===== src/rtl/onehot_ring_fsm.sv =====
// onehot_ring_fsm: a ring of NUM_STATES states held in a one-hot register.
// Each cycle the ring steps forward or backward on request, or jumps
// straight to a state on a load strobe.
// The optional macro ONEHOT_RING_ERRCHK_EN adds two things: an err pulse
// when a load names a state outside the ring, and recovery from a
// register that is not exactly one-hot.
//
// Ports
//   clk        rising-edge clock
//   rst        synchronous active-high reset (forces index 0)
//   x          advance request
//   dir        step direction: 0 = index+1, 1 = index-1
//   load       load strobe; has priority over x
//   load_idx   target index for load
//   out        Moore output, OUT_MASK[current index] (combinational)
//   state_oh   one-hot state register
//   state_idx  binary index of the current state (combinational)
//   wrap       registered pulse after an x-step across the ring seam
//   err        registered pulse on a bad load or an illegal state (macro only)
module onehot_ring_fsm #(
  parameter int unsigned           NUM_STATES = 7,
  parameter logic [NUM_STATES-1:0] OUT_MASK   =
    NUM_STATES'(1) | (NUM_STATES'(1) << (NUM_STATES - 1)),
  localparam int unsigned          IW = ($clog2(NUM_STATES) > 1) ? $clog2(NUM_STATES) : 1
) (
  input  logic                  clk,
  input  logic                  rst,
  input  logic                  x,
  input  logic                  dir,
  input  logic                  load,
  input  logic [IW-1:0]         load_idx,
  output logic                  out,
  output logic [NUM_STATES-1:0] state_oh,
  output logic [IW-1:0]         state_idx,
  output logic                  wrap,
  output logic                  err
);

  // One extra bit so that NUM_STATES itself fits in the comparison.
  localparam int unsigned NW = IW + 1;

  logic [NUM_STATES-1:0] state_oh_q, state_oh_d;
  logic                  wrap_q, wrap_d;
  logic                  load_ok;
  logic [NUM_STATES-1:0] step_up, step_dn;

  assign load_ok = NW'(load_idx) < NW'(NUM_STATES);

  // A step is a rotation of the one-hot vector.
  assign step_up = {state_oh_q[NUM_STATES-2:0], state_oh_q[NUM_STATES-1]};
  assign step_dn = {state_oh_q[0], state_oh_q[NUM_STATES-1:1]};

`ifdef ONEHOT_RING_ERRCHK_EN
  logic err_q, err_d;
  logic legal;

  // Exactly one bit set: nonzero, and clearing the lowest set bit leaves zero.
  assign legal = (state_oh_q != '0) &&
                 ((state_oh_q & (state_oh_q - NUM_STATES'(1))) == '0);
`endif

  // Next state: illegal-state recovery (if built), then load, then x, then hold.
  always_comb begin
    state_oh_d = state_oh_q;
    wrap_d     = 1'b0;
`ifdef ONEHOT_RING_ERRCHK_EN
    err_d      = 1'b0;
    if (!legal) begin
      state_oh_d = NUM_STATES'(1);
      err_d      = 1'b1;
    end else
`endif
    if (load) begin
      if (load_ok) begin
        state_oh_d = NUM_STATES'(1) << load_idx;
      end
`ifdef ONEHOT_RING_ERRCHK_EN
      else begin
        err_d = 1'b1;
      end
`endif
    end else if (x) begin
      if (dir) begin
        state_oh_d = step_dn;
        wrap_d     = state_oh_q[0];
      end else begin
        state_oh_d = step_up;
        wrap_d     = state_oh_q[NUM_STATES-1];
      end
    end
  end

  // State and pulse registers.
  always_ff @(posedge clk) begin
    if (rst) begin
      state_oh_q <= NUM_STATES'(1);
      wrap_q     <= 1'b0;
`ifdef ONEHOT_RING_ERRCHK_EN
      err_q      <= 1'b0;
`endif
    end else begin
      state_oh_q <= state_oh_d;
      wrap_q     <= wrap_d;
`ifdef ONEHOT_RING_ERRCHK_EN
      err_q      <= err_d;
`endif
    end
  end

  // One-hot to binary encoder; OR of the indices of all set bits.
  always_comb begin
    state_idx = '0;
    for (int unsigned k = 0; k < NUM_STATES; k++) begin
      if (state_oh_q[k]) begin
        state_idx = state_idx | IW'(k);
      end
    end
  end

  assign out      = |(state_oh_q & OUT_MASK);
  assign state_oh = state_oh_q;
  assign wrap     = wrap_q;
`ifdef ONEHOT_RING_ERRCHK_EN
  assign err      = err_q;
`else
  assign err      = 1'b0;
`endif

endmodule


===== config.mk =====
export PLATFORM = sky130hd
export DESIGN_NAME = onehot_ring_fsm
export DESIGN_NICKNAME = d
export VERILOG_FILES = /design/src/rtl/onehot_ring_fsm.sv
export SDC_FILE = /design/constraint.sdc
export NUM_CORES = 1
export LEC_CHECK = 0
export CORE_MARGIN = 2
export CORE_UTILIZATION = 40
export DETAILED_ROUTE_END_ITERATION = 16
export GPL_ROUTABILITY_DRIVEN = 0
export GPL_TIMING_DRIVEN = 0
export PLACE_DENSITY = 0.75
export SLEW_MARGIN = 20
export SYNTH_ARGS = -nofsm -noshare
export SYNTH_HDL_FRONTEND = slang
export SYNTH_SLANG_ARGS = --single-unit

===== constraint.sdc =====
create_clock -name clk -period 1.4 [get_ports clk]
set_input_delay 0.42 -clock clk [delete_from_list [all_inputs] [get_ports clk]]
set_output_delay 0.42 -clock clk [all_outputs]
set_load 0.01 [all_outputs]

==> summary.txt, run 1 <==
Global route
  – Vias in the first global route: 458
  – Grt total ovfl: 0
  – Initial antenna violation count: 0
  – First-pass GRT wire length: 2050 um
  – Total global-route track usage: 18.6%
  – Pin count of the biggest net entering global routing: 11

Route
  – DR pass1 iterations: 4
  – Number of routed nets with antenna violations: 0
  – Wire per inst: 13.9 um
  – Initial DRC Count: 17
  – Via count: 579
  – Post-detailed-route via-to-cell ratio: 5.79
  – # DRC: 0
  – Final wirelength: 1390 um

Final layout
  – FILL cells: 114
  – Register area: 170 um^2
  – Final nets: 95
  – Area Overhead vs Synth: 54.0%
  – ANT cells: 0
  – Non-Filler Instances: 100
  – Multi-input gate area: 375 um^2
  – Layout cells sized above 1: 41.2%
  – Finished layout cell area: 813 um^2

Place
  – Port bufs: 17
  – Hpwl dp: 907 um
  – Placed insts: 91
  – Placed Instance Area: 717 um^2

Setup path
  – CP Launch Type: register
  – Reg2reg setup slack: 0.28 ns
  – CP max-delay cell: or3_1
  – Crit path max-delay family: simple AND/OR/NAND/NOR gates
  – CP required: 0.98 ns
  – CP cell instances: or3_1, buf_2
  – RR Startpoint: state_oh[2]$_SDFFE_PP0P_
  – FF-to-FF End: state_oh[1]$_SDFFE_PP0P_
  – R2R depth: 5
  – Slowest stage delay, CP: 0.36 ns
  – Data arrival, critical path: 1.10 ns
  – Critical Path Fanout Max: 3
  – Setup CP Type: register to output port
  – Critical path capture point type: output port
  – Buffers plus inverters on the worst setup path: 1

STA
  – Max Clk Rate: 0.660 GHz
  – Final Critical Period: 1.52 ns
  – Fin. max-slew vios: 0
  – RSZ-0062 raised after global routing: yes
  – Final Hold Violating Endpoints: 0
  – Post-route setup slack: -0.116 ns
  – Final setup fails: 3
  – Clock skew: 0.00578 ns
  – Tcrit/Tclk final: 108%

Clocking
  – CTS tree: yes
  – Clk_lat worst skew: 0.26 ns
  – Root buf cell: clkbuf_4
  – Total CTS buffers: 3
  – Maximum root-to-sink buffer count: 2
  – Hold-fix buffers, CTS: 0
  – Clock sinks: 8
  – H-tree Lvls: 1
  – Clk slew on worst S/H paths: 0.06 ns

Logic synthesis
  – Post-synth EDFFs: 0
  – Async set-reset flop share out of synthesis: 0%
  – Avg Cell Area, Syn: 8.95 um^2
  – Synth Net Count: 67
  – Top_reg_cell synth: dfxtp_1
  – Unique masters post-synth: 25
  – Mapped Area: 528 um^2
  – Mapped Cells: 59
  – Seq cells post-synth: 8
  – Register area share after synthesis: 30.3%
  – Commonest cells in the netlist: a211oi_1, dfxtp_1, mux2i_1, or3_1
  – Synth area leaders: dfxtp_1, a211oi_1, mux2i_1, o32a_1, mux2_2
  – Area leader, netlist: dfxtp_1
  – Share of the synthesized area in the top cell type: 30.3%
  – Synth warn: 0

Hold path
  – Hold/Removal Path Class: register to register
  – Hold Crit Start: state_oh[3]$_SDFFE_PP0P_
  – Hold worst-path end: state_oh[3]$_SDFFE_PP0P_
  – WHS Path Cells: 1

Power
  – Tot Pwr: 0.000685 W
  – Clock share of power: 26.2%
  – Switching power: 0.000213 W
  – Peak supply drop: 0.000514 V
  – Sequential share of power: 39.3%
  – PwrDens: 842 mW/mm^2
  – Static Leak: 0.367 nW
  – Int Pwr: 0.000472 W
  – Combinational share of power: 34.5%
  – Net Sw Frac: 31.1%

Job
  – Max cap viols: 0

Floorplan
  – # rows: 13
  – Initial Utilization: 41.6%
  – Die extent in y: 40.3 um
  – Die ar.: 0.00163 mm^2
  – Die W: 40.3 um
  – Top Ports: 21
  – Core area: 0.00127 mm^2

Status
  – Outcome: complete, but fails checks
  – Failing checks: setup timing
## placed cells by master, fill, tap and decap left out, types with 2 or more instances in the layout
cell type and instances:
nand2_1 4, dlygate4sd2_1 9, buf_2 3, mux2i_1 5, inv_1 3, o32a_1 4
or3_1 5, dfxtp_1 2, a211oi_1 8, buf_4 9, dfxtp_2 5, clkbuf_2 3
a311oi_1 2, mux2_2 3, clkbuf_4 3
## metrics by stage
| step | util, % | TNS, ns | hold slack (ns) | setup WS [ns] |
|---|---|---|---|---|
| after global placement | 56.5 | -4.06 | 0.557 | -0.477 |
| final | 64.1 | -0.322 | 0.522 | -0.116 |
| after detailed placement | 56.5 | -4.13 | 0.565 | -0.506 |
| after floorplan | - | 0 | 0.577 | 0.209 |
| after CTS | 61.4 | -0.367 | 0.517 | -0.124 |
| after global routing | 64.1 | -0.401 | 0.543 | -0.145 |
## state kept, by name, indices dropped and copies added, names as in the netlist
register and flops:
state_oh 7, wrap 1
## metal layers
layer / GRT usage, % / part of all wire [%] / vias up
li1: - / - / 281
met1: 24.1 / 44 / 265
met2: 30.2 / 46 / 29
met3: 1.67 / 7.0 / 4
met4: 10.0 / 2.4 / 0
met5: 0 / 0 / -
## worst max-delay path by stage
stage | cells past startpoint | start | end | slack (ns)
5_1_grt | 2 | state_oh[2]$_SDFFE_PP0P_ | state_idx[1] | -0.15
4_1_cts | 2 | state_oh[5]$_SDFFE_PP0P_ | state_idx[0] | -0.12
6_report | 2 | state_oh[2]$_SDFFE_PP0P_ | state_idx[1] | -0.12
3_5_place_dp | 4 | load_idx[0] | state_oh[0]$_SDFFE_PP1P_ | -0.51
3_3_place_gp | 4 | load_idx[0] | state_oh[6]$_SDFFE_PP0P_ | -0.48
2_1_floorplan | 1 | state_oh[3]$_SDFFE_PP0P_ | state_idx[0] | 0.21
## power groups by stage
stage	combinational, W	clock (W)	sequential (W)
CTS	0.000218	0.000183	0.000268
finish	0.000236	0.000179	0.000269
global route	0.000256	0.000193	0.000272
global placement	0.000217	0	0.000275
floorplan	0.000107	0	0.000278
detailed placement	0.000219	0	0.000275
## repair_timing
action	in CTS	in global routing
pin swaps	2	3
buffers inserted	4	3
endpoints found under the setup margin	19	6
gates resized for setup	42	9
## final cells by class
class                      instances  area share [%]
timing repair buffer              24            23.1
buffer                             4            2.92
sequential                         8            20.9
inverter                           4            1.85
multi-input combinational         42            46.2
tap                               15            2.31
clock buffer                       3            2.77
## cell families (layout without fill, tap and decap cells)
logic type             after synthesis  in the layout  share of synthesized area (%)
AO/OA/AOI/OAI                       19             19                           29.6
AND/OR/NAND/NOR                     14             14                           15.4
buffers and inverters                9             35                           8.05
multiplexers                         8              8                           15.9
flip-flops                           8              8                           30.3
other                                1              1                          0.710
No activity file was read; power rests on OpenSTA's default activity.
==> run 2, diff against run 1 <==
- SLEW_MARGIN: 20 -> 30
==> results of run 2 <==
Final layout, timing and power as in run 1 (identical DEF).
==> run 3, diff against run 2 <==
- GPL_TIMING_DRIVEN: 0 -> default
==> run 3 against run 2 <==
Effect of this change:
- the flow still finishes with violations (setup timing)
- flip-flop and latch count is the same
- wire length grew 14%
- first-iteration DRC count grew 18%
- largest power group is now combinational cells
- clock skew shrank 0.0049 ns
- clock power is essentially flat
- total power grew 4.5%
- final cell count grew 10%
==> summary.txt, run 3 (synthesized netlist as in run 1, its figures left out) <==
Status
  – Outcome: complete, but fails checks
  – Failing checks: setup timing

Global route
  – Initial antenna violation count: 0
  – Vias in the first global route: 517
  – Total global-route track usage: 21.8%
  – Grt total ovfl: 0
  – First-pass GRT wire length: 2340 um
  – Pin count of the biggest net entering global routing: 10

STA
  – Final setup fails: 3
  – Final Hold Violating Endpoints: 0
  – Worst hold margin: 0.580 ns
  – Fin. max-slew vios: 0
  – RSZ-0062 raised after global routing: yes
  – Clock skew: 0.000831 ns
  – Final Critical Period: 1.50 ns
  – Post-route setup slack: -0.101 ns
  – Tcrit/Tclk final: 107%
  – Max Clk Rate: 0.666 GHz

Route
  – # DRC: 0
  – Post-detailed-route via-to-cell ratio: 5.71
  – Final wirelength: 1590 um
  – DR pass1 iterations: 4
  – Initial DRC Count: 20
  – Via count: 628
  – Number of routed nets with antenna violations: 0
  – Wire per inst: 14.4 um

Setup path
  – CP required: 0.98 ns
  – Critical Path Fanout Max: 6
  – Reg2reg setup slack: 0.36 ns
  – R2R depth: 4
  – Data arrival, critical path: 1.08 ns
  – Setup CP Type: register to output port
  – CP Launch Type: register
  – Slowest stage delay, CP: 0.34 ns
  – CP max-delay cell: dfxtp_2
  – Critical path capture point type: output port
  – CP cell instances: or3_1, buf_2

Floorplan
  – Die W: 40.3 um
  – # rows: 13
  – Core area: 0.00127 mm^2
  – Initial Utilization: 41.6%
  – Top Ports: 21
  – Die ar.: 0.00163 mm^2
  – Die extent in y: 40.3 um

Place
  – Hpwl dp: 1190 um
  – Port bufs: 19
  – Placed Instance Area: 845 um^2

Final layout
  – Layout cells sized above 1: 51.6%
  – Max FFs per register: 7
  – Commonest non-fill, non-tap cell in the layout: buf_4
  – Final nets: 105
  – Area Overhead vs Synth: 70.9%
  – ANT cells: 0
  – Finished layout cell area: 902 um^2

Power
  – Int Pwr: 0.000495 W
  – Clock share of power: 24.6%
  – Sequential share of power: 36.6%
  – Static Leak: 0.429 nW
  – PwrDens: 793 mW/mm^2
  – Combinational share of power: 38.8%
  – Peak supply drop: 0.000427 V
  – Switching power: 0.000220 W
  – Net Sw Frac: 30.8%

Clocking
  – Root buf cell: clkbuf_4
  – Clock sinks: 8
  – Total CTS buffers: 3
  – Clk slew on worst S/H paths: 0.05 ns
  – CTS tree: yes
  – Clk_lat worst skew: 0.25 ns
  – Maximum root-to-sink buffer count: 2
  – H-tree Lvls: 1

Job
  – Max cap viols: 0

Hold path
  – Hold/Removal Path Class: register to register
  – WHS Path Cells: 2
[run 3: cell types whose count changed in the layout (fill, tap and decap cells not counted), sizes merged]
cell and change:
buf +9, clkdlybuf4s15 +2, dlygate4sd2 -4, clkbuf +1
dlymetal6s2s +2
[run 3: worst paths after layout]
path                                  from                        to
hold reg to reg   state_oh[3]$_SDFFE_PP0P_  state_oh[3]$_SDFFE_PP0P_
setup reg to reg  state_oh[1]$_SDFFE_PP0P_  state_oh[2]$_SDFFE_PP0P_
setup / recovery  state_oh[5]$_SDFFE_PP0P_              state_idx[0]
hold / removal    state_oh[3]$_SDFFE_PP0P_  state_oh[3]$_SDFFE_PP0P_
[run 3: cell type report]
cell class	count	area, um^2
Sequential cell	8	166
Clock buffer	3	22.5
Multi-Input combinational cell	42	377
Timing Repair Buffer	38	303
Tap cell	15	18.8
Inverter	4	15.0
Fill cell	105	367
[run 3: per-stage QoR]
stage / cells / worst slack [ns] / utilization (%) / total power (W) / setup TNS, ns
after floorplan: 59 / 0.209 / - / 0.000385 / 0
after global placement: 106 / -0.394 / 66.6 / 0.000539 / -3.47
after detailed placement: 106 / -0.420 / 66.6 / 0.000544 / -3.65
after CTS: 109 / -0.103 / 67.7 / 0.000699 / -0.282
after global routing: 110 / -0.135 / 71.1 / 0.000764 / -0.393
final: 110 / -0.101 / 71.1 / 0.000716 / -0.267
[run 3: routing by layer]
layer	global-route usage (%)	vias to the layer above	share of wire, %	wire length (um)
li1	-	304	-	-
met1	28.1	288	42	664
met2	36.5	34	50	798
met3	3.33	2	6.9	110
met4	7.50	0	0.76	12
met5	0	-	0	0
[run 3: repair_timing]
item,CTS,global route
gates resized for setup,39,22
cloned,0,1
pin swaps,3,2
buffers inserted,0,0
hold buffers,0,0
setup endpoints to repair,19,15
[run 3: power by group through the flow]
stage / Clock [W] / Sequential [W] / Combinational, W
after global routing: 0.000201 / 0.000265 / 0.000299
after detailed placement: 0 / 0.000263 / 0.000281
after floorplan: 0 / 0.000278 / 0.000107
final: 0.000176 / 0.000262 / 0.000277
after CTS: 0.000178 / 0.000262 / 0.000260
after global placement: 0 / 0.000263 / 0.000277
[run 3: critical path: cells and delay by family, from the launching register on]
family | cells | cell delay, ns
DFF | 1 | 0.34
and+or+nand+nor | 1 | 0.34
buffers and inverters | 1 | 0.14
